[src/rtl/xc_malu_long_seq.sv]
// Multi-cycle sequencer for xc.madd.3 / xc.msub.3 / xc.macc / xc.mmul.3.
// Owns a 64-bit accumulator, a carry/borrow bit, a step counter and one shared 32-bit adder.
module xc_malu_long_seq (
  input  logic        g_clk,
  input  logic        g_resetn,
  input  logic        valid,
  input  logic        flush,
  input  logic        uop_madd,
  input  logic        uop_msub,
  input  logic        uop_macc,
  input  logic        uop_mmul,
  input  logic [31:0] rs1,
  input  logic [31:0] rs2,
  input  logic [31:0] rs3,
  output logic        ready,
  output logic [63:0] result
);

  typedef enum logic [2:0] {IDLE, MDR, MSUB_1, MACC_1, MMUL_1, MMUL_2, DONE} state_t;

  state_t      state, state_nxt;
  logic [63:0] acc, acc_nxt;
  logic        carry, carry_nxt;
  logic [5:0]  count, count_nxt;

  logic        sel_madd, sel_msub, sel_macc, sel_mmul;
  logic [31:0] add_lhs, add_rhs, add_sum;
  logic        add_sub, add_cin, add_cout;

  assign sel_madd = uop_madd;
  assign sel_msub = uop_msub & ~uop_madd;
  assign sel_macc = uop_macc & ~uop_madd & ~uop_msub;
  assign sel_mmul = uop_mmul & ~uop_madd & ~uop_msub & ~uop_macc;

  // Shared adder; subtraction is lhs + ~rhs + 1, so borrow is the inverted carry out.
  assign {add_cout, add_sum} = {1'b0, add_lhs} + {1'b0, add_sub ? ~add_rhs : add_rhs}
                             + {32'b0, add_cin};

  always_comb begin
    add_lhs = 32'b0;
    add_rhs = 32'b0;
    add_sub = 1'b0;
    add_cin = 1'b0;
    case (state)
      IDLE: begin
        add_lhs = sel_macc ? rs2 : rs1;
        add_rhs = sel_macc ? rs3 : rs2;
        add_sub = sel_msub;
        add_cin = sel_msub | (sel_madd & rs3[0]);
      end
      MSUB_1: begin
        add_lhs = acc[31:0];
        add_rhs = {31'b0, rs3[0]};
        add_sub = 1'b1;
        add_cin = 1'b1;
      end
      MACC_1: begin
        add_lhs = rs1;
        add_cin = carry;
      end
      MDR: begin
        add_lhs = acc[63:32];
        add_rhs = acc[0] ? rs1 : 32'b0;
      end
      MMUL_1: begin
        add_lhs = acc[31:0];
        add_rhs = rs3;
      end
      MMUL_2: begin
        add_lhs = acc[63:32];
        add_cin = carry;
      end
      default: ;
    endcase
  end

  // NOTE: every output of this block gets a default first, so no path leaves one unassigned and no latch is inferred.
  always_comb begin
    state_nxt = state;
    acc_nxt   = acc;
    carry_nxt = carry;
    count_nxt = count;
    ready     = 1'b0;
    result    = 64'b0;
    case (state)
      IDLE: if (valid) begin
        if (sel_madd) begin
          ready  = 1'b1;
          result = {31'b0, add_cout, add_sum};
        end else if (sel_msub) begin
          acc_nxt   = {32'b0, add_sum};
          carry_nxt = ~add_cout;
          state_nxt = MSUB_1;
        end else if (sel_macc) begin
          acc_nxt[31:0] = add_sum;
          carry_nxt     = add_cout;
          state_nxt     = MACC_1;
        end else if (sel_mmul) begin
          acc_nxt   = {32'b0, rs2};
          count_nxt = 6'd0;
          state_nxt = MDR;
        end
      end
      MSUB_1: begin
        acc_nxt[31:0] = add_sum;
        carry_nxt     = carry | ~add_cout;
        state_nxt     = DONE;
      end
      MACC_1: begin
        acc_nxt[63:32] = add_sum;
        state_nxt      = DONE;
      end
      MDR: begin
        // One shift-add step: multiplier bits leave at the bottom as product bits enter at the top.
        acc_nxt   = {add_cout, add_sum, acc[31:1]};
        count_nxt = count + 6'd1;
        if (count == 6'd31) state_nxt = MMUL_1;
      end
      MMUL_1: begin
        acc_nxt[31:0] = add_sum;
        carry_nxt     = add_cout;
        state_nxt     = MMUL_2;
      end
      MMUL_2: begin
        acc_nxt[63:32] = add_sum;
        state_nxt      = DONE;
      end
      DONE: begin
        ready     = 1'b1;
        result    = sel_msub ? {31'b0, carry, acc[31:0]} : acc;
        state_nxt = IDLE;
      end
      default: state_nxt = IDLE;
    endcase
    if (flush || !g_resetn) begin
      state_nxt = IDLE;
      acc_nxt   = acc;
      carry_nxt = carry;
      count_nxt = count;
      ready     = 1'b0;
      result    = 64'b0;
    end
  end

  // NOTE: state registers take non-blocking assignments so every flop samples pre-edge values.
  always_ff @(posedge g_clk) begin
    if (!g_resetn) begin
      state <= IDLE;
      acc   <= 64'b0;
      carry <= 1'b0;
      count <= 6'd0;
    end else begin
      state <= state_nxt;
      acc   <= acc_nxt;
      carry <= carry_nxt;
      count <= count_nxt;
    end
  end

endmodule
[config.mk]
export PLATFORM = sky130hd
export DESIGN_NAME = xc_malu_long_seq
export DESIGN_NICKNAME = d
export VERILOG_FILES = /design/src/rtl/xc_malu_long_seq.sv
export SDC_FILE = /design/constraint.sdc
export NUM_CORES = 1
export LEC_CHECK = 0
export BUFFER_PORTS_ARGS = -buffer_cell sky130_fd_sc_hd__buf_2
export CAP_MARGIN = 20
export CORE_MARGIN = 5
export CORE_UTILIZATION = 56
export DETAILED_ROUTE_END_ITERATION = 7
export PLACE_DENSITY = 0.82
export SYNTH_ARGS = -nofsm -noshare
export SYNTH_HDL_FRONTEND = slang
export SYNTH_SLANG_ARGS = --single-unit
[constraint.sdc]
create_clock -name g_clk -period 5.7 [get_ports g_clk]
set_clock_uncertainty 0.15 [all_clocks]
set_input_delay 0.57 -clock g_clk [delete_from_list [all_inputs] [get_ports g_clk]]
set_output_delay 0.57 -clock g_clk [all_outputs]
set_load 0.03 [all_outputs]
==> results.yml <==
setup_path:
  cp_slowest_cell: "a2111o_1"
  end_kind: "output port"
  crit_path_frequent_cell: "nand2_1"
  crit_required_ps: 4980
  cp_num_buf_inv: 3
  cp_data_arrival_time_ps: 4860
  critPathLaunchType: "flop"
  crit_type: "flop to output port"
  path_cells: "nor3_2, a21boi_2, buf_4, o21bai_2, nand2_1, nand2_1, fa_2, inv_1, fa_1, and2b_1, o2111ai_2, a2111o_1, and3_4, o41ai_4, xor2_2, a22oi_1, nor2_1, buf_2"
  slowest_delay_ps: 510
  crit_family: "compound AO/OA/AOI/OAI gates"
  crit_fanout: 13
synth:
  yosysSeqAreaShare: 0.194
  synth_fp_nets: 1196
  synth_cells: 1058
  synth-edff-count: 0
  ys_ff_latch: 74
  synthesis.area_um2: 7650
  syn_area_per_cell_um2: 7.23
  ys_async_sr_fraction: 0
  synth_flop_cell: "dfxtp_1"
  synth.distinct_cells: 74
  ys_warn_count: 0
sta:
  finalCritPeriodShare: 0.978
  post-route-min-period_ps: 5580
  fmax_mhz: 179
  maxSlewHeadroom: 0.226
  finalSetupViolations: 0
  fin_hold_ws_ps: 359
  setup_tns_ps: 0
  tightestPinTransition_ps: 1160
  rsz0062_at_grt: "true"
  final_hold_viol_count: 0
  slew_viol_final: 0
floorplan:
  dieHeight_um: 127
  rows: 42
  ios: 169
  core_um2: 13300
  die-area_um2: 16100
  die_w_um: 127
  start_util: 0.575
run:
  drv_cap: 0
global_routing:
  grt_pass1_vias: 8991
  antenna_found_initial: 0
  grt_pass1_wl_mm: 45.5
  grt_max_degree: 65
  globalRouteOverflowTotal: 0
  grtUsageTotal: 0.342
placed_design:
  place.gp.congestion: 1.01
  io_buffers: 168
  dp_cells: 1344
  postPlaceCellArea_um2: 8690
  post-dp-hpwl_mm: 20.1
detailed_routing:
  drt_iter0_markers: 1816
  first_pass_iters: 8
  vias: 9672
  vias_per_cell: 7.08
  drt-total-wl_mm: 29.6
  wl_per_cell_um: 21.7
  drc: 3
  antenna_left: 0
finish:
  final_cell_mix: "buf_2, nor2_1, nand2_1"
  area_growth_pct: 19.8
  nets: 1323
  design_area_um2: 9160
  layout_commonest_cell: "buf_2"
  antenna_cells: 0
  instances_no_fill: 1366
  drive_gt1_frac: 0.221
clock_network:
  clkLatencyLatePin_ps: 350
  clock-sinks: 74
  cts_root_buffer: "clkbuf_16"
  ctsHoldBuffers: 0
  numCtsBuffers: 9
  htree_levels: 3
  clock_path_buffers: 2
  cts_tree: "built"
  clk_pin_slew_ps: 60
outcome:
  status: "finished with violations"
  violations: "DRC"
power:
  peakVddDrop_mv: 0.158
  powerDensity_nw_per_um2: 266
  p_leak_nw: 4.00
  total_power_mw: 2.44
worst_hold_path:
  hp-class: "flop to flop"
-- report_power, final --
group          total, mW  switching (mW)  internal [mW]
Combinational       1.17           0.718          0.457
Sequential         0.542          0.0127          0.530
Clock              0.721           0.249          0.472
Total               2.44           0.980           1.46
-- area by class of cell --
cell class	count	area, um^2
well taps	176	220
fillers	1165	4130
repair buffers	219	1260
multi-input cells	865	5770
inverters	16	60.1
clock buffers	9	225
clock inverters	7	141
flip-flops and latches	74	1480
-- repair_timing --
| item | CTS | global route |
|---|---|---|
| cloned | 0 | 0 |
| endpoints found under the hold margin | 0 | 0 |
| buffers inserted | 0 | 5 |
| gates resized for setup | 1 | 12 |
| setup endpoints to repair | 2 | 10 |
| pin swaps | 0 | 7 |
-- layer usage --
metal | global-route usage | routed length, um | vias up
li1 | - | - | 4318
met1 | 0.449 | 11400 | 4414
met2 | 0.544 | 13100 | 795
met3 | 0.0546 | 3710 | 145
met4 | 0.169 | 1330 | 0
met5 | 0 | 0 | -
-- synth_stat cells, types with 26 or more instances --
| cell | instances | area [um^2] |
|---|---|---|
| dfxtp_1 | 74 | 1480 |
| a222oi_1 | 61 | 611 |
| a221oi_1 | 38 | 333 |
| ha_1 | 32 | 400 |
| xnor2_1 | 45 | 394 |
| and2_1 | 38 | 238 |
| nor2_1 | 123 | 462 |
| nand2_1 | 118 | 443 |
| a21oi_1 | 49 | 245 |
| clkbuf_1 | 92 | 345 |
| o21ai_0 | 58 | 290 |
| and3_1 | 26 | 163 |
| a22oi_1 | 32 | 240 |
-- worst paths after layout --
path                              start                   end  slack [ps]  cells past startpoint
hold reg to reg    acc[63]$_SDFFE_PN0P_  acc[63]$_SDFFE_PN0P_         360                      2
hold / removal     acc[63]$_SDFFE_PN0P_  acc[63]$_SDFFE_PN0P_         360                      2
setup reg to reg  state[2]$_SDFFE_PP0P_    carry$_SDFFE_PN0P_         760                     18
setup / recovery  state[2]$_SDFFE_PP0P_            result[22]         120                     18
-- tightest hold or removal path, stage by stage, from the launching register on --
cell and delay (ps):
dfxtp_1 320, nand3_1 70, nand3_1 70
-- registers in the layout (all words and copies together), names as in the netlist --
name	flops
acc	64
carry	1
count	6
state	3
-- cells by family (layout without fill, tap and decap cells) --
| family | Yosys count | after routing | synth area share |
|---|---|---|---|
| buffers and inverters | 119 | 251 | 0.0603 |
| AO/OA/AOI/OAI | 375 | 375 | 0.374 |
| adder cells (fa/ha/maj) | 34 | 34 | 0.0576 |
| multiplexers | 4 | 4 | 0.00540 |
| AND/OR/NAND/NOR | 390 | 390 | 0.237 |
| flip-flops | 74 | 74 | 0.194 |
| XOR/XNOR | 62 | 62 | 0.0720 |
-- stage by stage --
step | utilization | worst slack (ps)
detailed placement | 0.654 | 122
finish | 0.689 | 124
global route | 0.689 | -109
floorplan | - | 8.46
global placement | 0.654 | 245
CTS | 0.682 | 30.2
Note: power is estimated with default switching activity, not from simulation.
